**src/rtl/mngr_pkg.sv**
```systemverilog
// Shared constants for the processor/manager message port.
// CSR numbers and default sizing live here so both ends agree.
package mngr_pkg;

  localparam int MNGR_W     = 32;
  localparam int MNGR_DEPTH = 2;

  localparam logic [11:0] CSR_MNGR2PROC = 12'hFC0;
  localparam logic [11:0] CSR_PROC2MNGR = 12'h7C0;

endpackage

```
**src/rtl/mngr_fifo.sv**
```systemverilog
// Small val/rdy FIFO with combinational head and occupancy count.
// Full/empty come from the counter; no enqueue-to-dequeue bypass.
module mngr_fifo
  import mngr_pkg::*;
#(
  parameter  int DEPTH = MNGR_DEPTH,
  parameter  int W     = MNGR_W,
  localparam int AW    = $clog2(DEPTH),
  localparam int CW    = AW + 1
) (
  input  logic          clk,
  input  logic          rst,
  input  logic          enq_val_i,
  output logic          enq_rdy_o,
  input  logic [W-1:0]  enq_msg_i,
  output logic          deq_val_o,
  input  logic          deq_rdy_i,
  output logic [W-1:0]  deq_msg_o,
  output logic [CW-1:0] count_o
);

  logic [W-1:0]  mem_q [DEPTH];
  logic [AW-1:0] wr_ptr_q, wr_ptr_d;
  logic [AW-1:0] rd_ptr_q, rd_ptr_d;
  logic [CW-1:0] cnt_q, cnt_d;
  logic          full, empty;
  logic          enq_fire, deq_fire;

  // Reset forces the empty view so outputs are clean while rst is held.
  assign full  = !rst && (cnt_q == CW'(DEPTH));
  assign empty = rst || (cnt_q == '0);

  assign enq_rdy_o = !full;
  assign deq_val_o = !empty;
  assign enq_fire  = enq_val_i && !full;
  assign deq_fire  = deq_rdy_i && !empty;

  assign deq_msg_o = empty ? '0 : mem_q[rd_ptr_q];
  assign count_o   = rst ? '0 : cnt_q;

  always_comb begin
    wr_ptr_d = wr_ptr_q;
    rd_ptr_d = rd_ptr_q;
    cnt_d    = cnt_q;
    if (enq_fire) wr_ptr_d = wr_ptr_q + AW'(1);
    if (deq_fire) rd_ptr_d = rd_ptr_q + AW'(1);
    if (enq_fire && !deq_fire) cnt_d = cnt_q + CW'(1);
    if (!enq_fire && deq_fire) cnt_d = cnt_q - CW'(1);
  end

  always_ff @(posedge clk) begin
    if (rst) begin
      wr_ptr_q <= '0;
      rd_ptr_q <= '0;
      cnt_q    <= '0;
    end else begin
      wr_ptr_q <= wr_ptr_d;
      rd_ptr_q <= rd_ptr_d;
      cnt_q    <= cnt_d;
    end
  end

  always_ff @(posedge clk) begin
    if (enq_fire) mem_q[wr_ptr_q] <= enq_msg_i;
  end

endmodule

```
**src/rtl/proc_mngr_port.sv**
```systemverilog
// Manager <-> processor message port behind the mngr2proc and
// proc2mngr CSRs; one FIFO per direction, pipeline stalls on empty/full.
module proc_mngr_port
  import mngr_pkg::*;
#(
  parameter  int DEPTH = MNGR_DEPTH,
  parameter  int W     = MNGR_W,
  localparam int CW    = $clog2(DEPTH) + 1
) (
  input  logic          clk,
  input  logic          rst,
  input  logic          mngr2proc_val,
  output logic          mngr2proc_rdy,
  input  logic [W-1:0]  mngr2proc_msg,
  output logic          proc2mngr_val,
  input  logic          proc2mngr_rdy,
  output logic [W-1:0]  proc2mngr_msg,
  input  logic          csr_rd_en,
  output logic [W-1:0]  csr_rd_data,
  output logic          csr_rd_stall,
  input  logic          csr_wr_en,
  input  logic [W-1:0]  csr_wr_data,
  output logic          csr_wr_stall,
  output logic [CW-1:0] rx_count,
  output logic [CW-1:0] tx_count
);

  logic rx_val;
  logic tx_rdy;

  mngr_fifo #(.DEPTH(DEPTH), .W(W)) u_rx (
    .clk       (clk),
    .rst       (rst),
    .enq_val_i (mngr2proc_val),
    .enq_rdy_o (mngr2proc_rdy),
    .enq_msg_i (mngr2proc_msg),
    .deq_val_o (rx_val),
    .deq_rdy_i (csr_rd_en),
    .deq_msg_o (csr_rd_data),
    .count_o   (rx_count)
  );

  mngr_fifo #(.DEPTH(DEPTH), .W(W)) u_tx (
    .clk       (clk),
    .rst       (rst),
    .enq_val_i (csr_wr_en),
    .enq_rdy_o (tx_rdy),
    .enq_msg_i (csr_wr_data),
    .deq_val_o (proc2mngr_val),
    .deq_rdy_i (proc2mngr_rdy),
    .deq_msg_o (proc2mngr_msg),
    .count_o   (tx_count)
  );

  assign csr_rd_stall = csr_rd_en && !rx_val;
  assign csr_wr_stall = csr_wr_en && !tx_rdy;

endmodule

```
**config.mk**
```make
export PLATFORM = sky130hd
export DESIGN_NAME = proc_mngr_port
export DESIGN_NICKNAME = d
export VERILOG_FILES = /design/src/rtl/mngr_pkg.sv /design/src/rtl/mngr_fifo.sv /design/src/rtl/proc_mngr_port.sv
export SDC_FILE = /design/constraint.sdc
export NUM_CORES = 1
export LEC_CHECK = 0
export CORE_MARGIN = 2
export CORE_UTILIZATION = 44
export DETAILED_ROUTE_END_ITERATION = 12
export HOLD_SLACK_MARGIN = 0.15
export PLACE_DENSITY_LB_ADDON = 0.12
export SKIP_CTS_REPAIR_TIMING = 1
export SYNTH_ARGS = -nofsm -noshare
export SYNTH_HDL_FRONTEND = slang
export SYNTH_SLANG_ARGS = --single-unit
```
**constraint.sdc**
```tcl
create_clock -name clk -period 2.25 [get_ports clk]
set_clock_uncertainty 0.1 [all_clocks]
set_input_delay 0.3375 -clock clk [delete_from_list [all_inputs] [get_ports clk]]
set_output_delay 0.3375 -clock clk [all_outputs]
set_load 0.05 [all_outputs]
```
==> run summary <==
Status -> finished clean
Finished Layout Cells -> 662
Leak Pwr -> 2.93 nW
Die width -> 114 um
Root Buffer -> clkbuf_16
Sequential share of the synthesized area -> 0.754
Critical Path AT -> 1.74 ns
Hold Fails Final Rpt -> 0
Filler cell count -> 812
Initial Utilization -> 0.448
Residual DRC -> 0
Number of library cell types mapped by synthesis -> 24
GRT Resource Usage Total -> 0.166
Number of global-route vias before repair -> 3331
Final ANT Viol Nets -> 0
Power Dens Cells -> 1020 nW/um^2
Clk sinks -> 138
GPL Wtd Cong -> 0.786
# setup viols final -> 0
Chip Height -> 114 um
Antenna cell count -> 0
Sequential power share -> 0.383
Switch share -> 0.281
Fmax -> 459 MHz
Clk slew on worst S/H paths -> 0.06 ns
Vias/cell -> 4.86
Worst setup margin -> 0.0720 ns
I/O pins -> 142
DP Cell Count -> 630
Critical Path Fanout Max -> 32
Hold/Removal Path Class -> input port to flop
Max transition margin -> 0.762
Syn Inst Count -> 339
Mapped cell area -> 5360 sq um
Peak supply drop -> 0.000603 V
Worst slack, placed -> -0.0230 ns
WL/cell -> 15.6 um
Layout cells sized above 1 -> 0.256
TritonCTS clock tree -> done
Final count of pins violating max slew -> 0
Clk pwr share -> 0.369
Fin Hold WS -> 0.315 ns
Internal power -> 5.89 mW
Worst setup path class -> flop to output port
Clock buffer depth -> 2
Max-Cap Viols -> 0
Number of port buffers -> 141
Switching Power -> 2.30 mW
Sequential cell area -> 4050 sq um
CP endpoint kind -> output port
WL final -> 10.3 mm
Dpl hpwl -> 6.89 mm
Placeable Area -> 12000 sq um
H-Tree Depth -> 4
TNS Setup -> 0 ns
Nets -> 574
DRT Pass-1 Iters -> 4
Syn_area_per_cell -> 15.8 sq um
Via count -> 3220
Largest net degree at the start of global routing -> 33
CTS buffer count -> 17
Die area -> 13100 sq um
Remaining Overflow, GRT -> 0
Mapped Nets -> 411
Final min period -> 2.18 ns
RSZ-0062 raised after global routing -> yes
Initial antenna violation count -> 0
Synth Register Bits -> 138
Multi-input gate area -> 1190 sq um
Worst Tran Pin Value -> 0.356 ns
Combinational share of power -> 0.248
Period Utilization, post-route -> 0.968
Yosys Warn Count -> 0
CP required -> 1.81 ns
Clock latency on the worst-skew pair -> 0.40 ns
Final core utilization -> 0.674
Syn-to-layout area delta -> 50.3%
Row count -> 40
First-pass GRT wire length -> 16.4 mm
Startpoint type of the worst setup path -> flop
Detailed Route Iter0 Violations -> 172
flip-flops by register name, indices dropped and copies added, names as in the netlist, named ones only:
| name | count |
|---|---|
| u_tx.mem_q | 64 |
| u_rx.rd_ptr_q | 1 |
| u_rx.cnt_q | 2 |
| u_tx.cnt_q | 2 |
| u_rx.mem_q | 64 |
| u_tx.wr_ptr_q | 1 |
| u_tx.rd_ptr_q | 1 |
| u_rx.wr_ptr_q | 1 |
power by group through the flow:
stage	Sequential (mW)	Combinational, mW	Clock (mW)
6_report	3.14	2.03	3.02
5_1_grt	3.16	2.15	3.21
4_1_cts	3.14	2.05	3.08
3_5_place_dp	3.19	2.04	0
3_3_place_gp	3.18	2.02	0
2_1_floorplan	3.14	1.23	0
Yosys cell counts:
cell	number	area share
or3_1	4	0.0047
inv_1	7	0.0049
buf_2	9	0.0084
or2_2	1	0.0012
xnor2_1	2	0.0033
edfxtp_1	128	0.72
buf_6	4	0.0084
nor3_1	1	0.00093
a21oi_1	4	0.0037
o21bai_2	1	0.0021
nor2_1	75	0.052
xor2_1	4	0.0065
dfxtp_1	10	0.037
buf_4	4	0.0056
ha_1	2	0.0047
mux2i_1	64	0.12
clkbuf_1	1	0.00070
nand2b_1	2	0.0023
o21ai_1	1	0.00093
o21ai_0	7	0.0065
or2_1	1	0.0012
nor2b_1	4	0.0047
and2_1	2	0.0023
and3_1	1	0.0012
metal layers:
metal	up-vias	wire, um	global-route usage
met5	-	0	0
met4	0	148	0.0675
met2	113	5010	0.272
met1	1534	4440	0.202
li1	1561	-	-
met3	12	714	0.0582
per-stage QoR:
step / power (mW) / instance area, sq um
after global routing: 8.52 / 8060
after detailed placement: 5.23 / 7400
final: 8.19 / 8060
after CTS: 8.27 / 8050
after floorplan: 4.37 / 5370
after global placement: 5.20 / 7400
path summary, 6_finish.rpt:
path	start	endpoint	slack (ns)	cells past startpoint
worst min register to register	u_rx.rd_ptr_q	flop	0.41	2
worst max-delay path	u_tx.cnt_q[0]	proc2mngr_msg[11]	0.07	5
worst min-delay path	rst	flop	0.31	3
worst max register to register	u_rx.cnt_q[0]	u_rx.cnt_q[1]	0.46	6
cell usage in the layout (no fill, tap or decap):
cell type	n
xor2_1	4
o21ai_0	7
dfxtp_2	3
clkbuf_1	1
or3_1	4
nor2_1	71
or2_1	1
edfxtp_1	128
dlymetal6s2s_1	1
and3_1	1
clkdlybuf4s50_1	68
or2_2	1
mux2i_1	64
clkbuf_16	17
nor3_1	1
bufinv_16	5
nand2b_1	2
inv_6	3
a21oi_1	4
o21ai_1	1
and2_1	2
buf_4	46
dfxtp_1	7
clkinv_1	1
o21bai_2	1
nor2b_1	4
clkinvlp_4	4
buf_12	45
ha_1	2
nor2_2	1
inv_1	7
clkinv_4	1
xnor2_1	2
buf_6	2
nor2_4	3
final cells by class:
cell class	instances	area share
inverter	7	0.00326
sequential	138	0.502
multi-input combinational	176	0.148
timing repair buffer	162	0.243
clock inverter	14	0.0272
clock buffer	18	0.0532
tap	147	0.0228
worst max-delay path, stage by stage, from the launching register on:
cell     delay [ns]
dfxtp_2        0.41
nor2_1         0.05
or2_1          0.22
buf_4          0.24
nor2_1         0.18
buf_4          0.22
logic make-up after synthesis:
kind of cell	synth area share
compound gates	0.0133
xor+xnor	0.00980
fa+ha+maj	0.00466
buf+inv	0.0280
flops	0.754
mux	0.119
simple gates	0.0709
No activity file was read; power rests on OpenSTA's default activity.
